`src/rtl/jtag_dr_bank.sv`:
```
// jtag_dr_bank: IEEE 1149.1 style data-register bank (BYPASS, IDCODE, USER).
// Selects a DR from the latched instruction and drives dr_tdo on falling tck.
//
// Ports:
//   tck, trst_n      test clock, async active-low reset
//   tap_reset        sync reset from Test-Logic-Reset
//   ir_value/update  parallel instruction and its load strobe
//   dr_capture/shift capture and shift levels from the TAP
//   dr_update        Update-DR strobe
//   tdi, dr_tdo      serial in / serial out of the selected DR
//   user_in          parallel value captured into USER
//   user_out         latched USER value, user_update pulses after it changes
module jtag_dr_bank #(
  parameter int unsigned          IR_WIDTH     = 8,
  parameter int unsigned          USER_WIDTH   = 8,
  parameter logic [31:0]          IDCODE_VALUE = 32'h1234_5001,
  parameter logic [IR_WIDTH-1:0]  OP_IDCODE    = IR_WIDTH'(8'h01),
  parameter logic [IR_WIDTH-1:0]  OP_USER      = IR_WIDTH'(8'h02),
  parameter logic [IR_WIDTH-1:0]  OP_BYPASS    = '1
) (
  input  logic                  tck,
  input  logic                  trst_n,
  input  logic                  tap_reset,
  input  logic [IR_WIDTH-1:0]   ir_value,
  input  logic                  ir_update,
  input  logic                  dr_capture,
  input  logic                  dr_shift,
  input  logic                  dr_update,
  input  logic                  tdi,
  input  logic [USER_WIDTH-1:0] user_in,
  output logic                  dr_tdo,
  output logic [USER_WIDTH-1:0] user_out,
  output logic                  user_update
);

  typedef enum logic [1:0] {
    SEL_BYPASS = 2'd0,
    SEL_IDCODE = 2'd1,
    SEL_USER   = 2'd2
  } sel_t;

  // Bit 0 of an IDCODE is always 1 so a debugger can tell it from BYPASS.
  localparam logic [31:0] ID_CAP = {IDCODE_VALUE[31:1], 1'b1};

  sel_t                  sel_q, sel_d, sel_dec;
  logic                  byp_q, byp_d;
  logic [31:0]           id_q, id_d;
  logic [USER_WIDTH-1:0] usr_q, usr_d;
  logic [USER_WIDTH-1:0] out_q, out_d;
  logic                  upd_q, upd_d;
  logic                  tdo_q, tdo_d;

  always_comb begin
    sel_dec = SEL_BYPASS;
    unique case (1'b1)
      (ir_value == OP_IDCODE): sel_dec = SEL_IDCODE;
      (ir_value == OP_USER):   sel_dec = SEL_USER;
      (ir_value == OP_BYPASS): sel_dec = SEL_BYPASS;
      default:                 sel_dec = SEL_BYPASS;
    endcase
  end

  // DR actions use sel_q, so an instruction loaded on the same
  // edge only takes effect from the following edge.
  always_comb begin
    sel_d = sel_q;
    byp_d = byp_q;
    id_d  = id_q;
    usr_d = usr_q;
    out_d = out_q;
    upd_d = 1'b0;

    if (ir_update) sel_d = sel_dec;

    if (dr_capture) begin
      unique case (sel_q)
        SEL_BYPASS: byp_d = 1'b0;
        SEL_IDCODE: id_d  = ID_CAP;
        SEL_USER:   usr_d = user_in;
        default:    ;
      endcase
    end else if (dr_shift) begin
      unique case (sel_q)
        SEL_BYPASS: byp_d = tdi;
        SEL_IDCODE: id_d  = {tdi, id_q[31:1]};
        SEL_USER:   usr_d = {tdi, usr_q[USER_WIDTH-1:1]};
        default:    ;
      endcase
    end

    if (dr_update && (sel_q == SEL_USER)) begin
      out_d = usr_q;
      upd_d = 1'b1;
    end

    if (tap_reset) begin
      sel_d = SEL_IDCODE;
      byp_d = 1'b0;
      id_d  = '0;
      usr_d = '0;
      out_d = '0;
      upd_d = 1'b0;
    end
  end

  always_ff @(posedge tck or negedge trst_n) begin
    if (!trst_n) begin
      sel_q <= SEL_IDCODE;
      byp_q <= 1'b0;
      id_q  <= '0;
      usr_q <= '0;
      out_q <= '0;
      upd_q <= 1'b0;
    end else begin
      sel_q <= sel_d;
      byp_q <= byp_d;
      id_q  <= id_d;
      usr_q <= usr_d;
      out_q <= out_d;
      upd_q <= upd_d;
    end
  end

  always_comb begin
    tdo_d = 1'b0;
    unique case (sel_q)
      SEL_BYPASS: tdo_d = byp_q;
      SEL_IDCODE: tdo_d = id_q[0];
      SEL_USER:   tdo_d = usr_q[0];
      default:    tdo_d = 1'b0;
    endcase
  end

  // TDO changes on falling tck so it is stable for the next rising edge.
  always_ff @(negedge tck or negedge trst_n) begin
    if (!trst_n) tdo_q <= 1'b0;
    else         tdo_q <= tdo_d;
  end

  assign dr_tdo      = tdo_q;
  assign user_out    = out_q;
  assign user_update = upd_q;

endmodule
```
`config.mk`:
```
export PLATFORM = sky130hd
export DESIGN_NAME = jtag_dr_bank
export DESIGN_NICKNAME = d
export VERILOG_FILES = /design/src/rtl/jtag_dr_bank.sv
export SDC_FILE = /design/constraint.sdc
export NUM_CORES = 1
export LEC_CHECK = 0
export CAP_MARGIN = 25
export CORE_AREA = 2 2 59 103
export DETAILED_ROUTE_END_ITERATION = 10
export DIE_AREA = 0 0 61 105
export MAX_ROUTING_LAYER = met4
export PLACE_DENSITY = 0.72
export SETUP_SLACK_MARGIN = 0.15
export SLEW_MARGIN = 20
export SYNTH_ARGS = -nofsm -noshare
export SYNTH_HDL_FRONTEND = slang
export SYNTH_SLANG_ARGS = --single-unit
export TNS_END_PERCENT = 10
```
`constraint.sdc`:
```
create_clock -name tck -period 3.85 [get_ports tck]
set_clock_uncertainty 0.05 [all_clocks]
set_input_delay 0.77 -clock tck [delete_from_list [all_inputs] [get_ports tck]]
set_output_delay 0.77 -clock tck [all_outputs]
set_load 0.01 [all_outputs]
```
==> qor.csv <==
metric,value,unit
critical-path maximum fanout,1,
CP Buf/Inv Count,1,
CP Class,reg2out,
Post-CTS Setup Bufs,0,
Post-Syn Instances,223,
Post-synth EDFFs,0,
number of synthesized register bits,53,
largest net degree at the start of global routing,53,
total number of H-tree levels,2,
Hold Buf Count CTS,0,
initial core utilization,0.4420,
maximum vdd drop,0.0001828,V
Antenna Nets Post-Route,0,
Synth Cell Area,2449,µm²
Sw Share,0.2465,
Iter 0 DRT Violations,79,
routed vias,1601,
arrival time worst endpoint,2.75,ns
Synth async-reset ratio,1.000,
worst skew pair latency,0.30,ns
Vias/cell,4.779,
Nets,282,
1st-pass router iterations,3,
synth-to-layout area growth,20.03,%
switching power,252.1,µW
clk sinks,53,
post-synth cell types,26,
row cnt,36,
die height,105,µm
first-pass GRT wire length,7210,µm
die width,61,µm
WL final,4332,µm
CP startpoint kind,register,
Avg WL per Cell,12.93,µm
status,"complete, no violations",
die area,6405,µm²
PortBufs,33,
leak pwr,0.001351,µW
Max-slew headroom,0.5721,
final hold viol count,0,
Worst setup EP type,output port,
worst hold path class,reg2reg,
Slowest Stage Delay on Critical Path,0.39,ns
syn_area_per_cell,10.98,µm²
measured slew at the worst slew-check pin,0.6405,ns
Crit path max-delay family,flip-flops,
max cap viols,0,
sequential area share after synthesis,0.5422,
Root Driver,clkbuf_8,
Final setup viols,0,
initial antenna violation count,0,
# diodes,0,
Core Footprint,5540,µm²
Clk pwr share,0.301,
DRC,0,
CTS tree,built,
share of layout cells above drive strength 1,0.1544,
Internal,770.7,µW
gr usage total,0.1523,
Slew Limit Fails,0,
CP max stage cell,dfrtn_1,
ys flop type,dfrtp_1,
HPWL Detailed,3016,µm
Placement Cell Area,2856,µm²
worst-path cell chain,clkbuf_2,
syn nets,247,
"Reg clk slew, reported paths",0.09,ns
logic gate share of total power,0.119,
routability cong.,0.7516,
PD cells,348.0,nW/µm²
Flop pwr share,0.580,
Yosys warning count,0,
vias in the first global route,1622,
critical path required time,3.03,ns
post-route cell area,2939,µm²
maximum clock insertion buffer count,2,
Fin Setup TNS,0,ns
# IOs,34,
number of buffers created by CTS,5,
RSZ-0062 raised after global routing,false,
GRT Residual Overflow,0,
Post-CTS Resized,2,
## sequential cells by signal, indices dropped and copies added, names as in the netlist
name         count
dr_tdo           1
id_q            32
sel_q            2
usr_q            8
user_update      1
user_out         8
byp_q            1
## synthesized netlist by cell type (all sizes together) (2+ instances only)
library cell | instances | share of area
nand3b | 3 | 0.0092
mux2i | 40 | 0.16
inv | 25 | 0.038
clkbuf | 3 | 0.0046
buf | 8 | 0.019
or4 | 2 | 0.0092
dfrtp | 51 | 0.52
a21oi | 3 | 0.012
nand2 | 25 | 0.038
mux2 | 17 | 0.078
nor2 | 35 | 0.054
## power groups by stage
stage | Clock (µW) | Combinational (µW) | Sequential (µW)
floorplan | 0 | 72.8 | 601
global placement | 0 | 123 | 604
detailed placement | 0 | 125 | 605
CTS | 326 | 125 | 594
global route | 341 | 134 | 597
finish | 308 | 121 | 594
## cells in the final DEF (no fill, tap or decap)
master,n
nand2b_1,1
mux2i_1,40
inv_1,25
nand2_1,25
nor2_1,35
dfstp_2,1
a31oi_4,1
buf_4,6
dfrtp_1,51
nor4_1,1
dfrtn_1,1
a211o_1,1
a31o_2,1
a21oi_2,1
or4_4,2
clkbuf_1,1
nor2b_1,1
clkbuf_8,5
clkinvlp_4,2
mux2_2,17
buf_2,1
clkdlybuf4s50_1,31
clkbuf_2,1
nand3b_1,3
or2_4,1
o21ai_0,1
a21oi_4,1
and2_1,1
a21oi_1,1
## kinds of logic (layout without fill, tap and decap cells)
family | Yosys count | in the layout | share of synthesized area
multiplexers | 57 | 57 | 0.2417
buffers and inverters | 36 | 72 | 0.06183
AND/OR/NAND/NOR | 70 | 70 | 0.1242
flip-flops | 53 | 53 | 0.5422
AO/OA/AOI/OAI | 7 | 7 | 0.03015
## layer usage
layer | track usage | wire length [µm] | vias up
met4 | 0.06522 | 89 | 0
met1 | 0.1632 | 1840 | 780
met3 | 0.02847 | 114 | 7
met2 | 0.2619 | 2289 | 26
met5 | - | 0 | -
li1 | - | - | 788
## stage by stage
step	total power (µW)	worst slack, ns	hold WS [ns]	util	cells
2_1_floorplan	673.8	0.6928	0.4244	-	223
3_5_place_dp	729.3	0.2073	0.4434	0.5156	327
4_1_cts	1044	0.1629	0.4682	0.5314	335
3_3_place_gp	726.5	0.2180	0.4416	0.5156	327
6_report	1023	0.2832	0.4656	0.5305	335
5_1_grt	1071	0.2553	0.4806	0.5305	335
## layout make-up
| type | instances | area [µm²] |
|---|---|---|
| fill | 491 | 2601 |
| multi-input combinational | 134 | 969.7 |
| timing repair buffer | 39 | 365.4 |
| tap | 76 | 95.09 |
| clock buffer | 6 | 72.57 |
| inverter | 25 | 93.84 |
| sequential | 53 | 1328 |
| clock inverter | 2 | 15.01 |
## path summary, 6_finish.rpt
path                                      start                       to  slack (ns)  cells past startpoint
min                        id_q[21]$_DFFE_PN0P_     id_q[21]$_DFFE_PN0P_        0.47                      1
max                            dr_tdo$_DFF_NN0_                   dr_tdo        0.28                      1
min in group asynchronous                trst_n  user_out[5]$_DFFE_PN0P_        0.62                      2
max reg2reg                sel_q[0]$_DFFE_PN1P_         dr_tdo$_DFF_NN0_        0.86                      3
min reg2reg                id_q[21]$_DFFE_PN0P_     id_q[21]$_DFFE_PN0P_        0.47                      1
max in group asynchronous                trst_n         dr_tdo$_DFF_NN0_        1.56                      1
No activity file was read; power rests on OpenSTA's default activity.
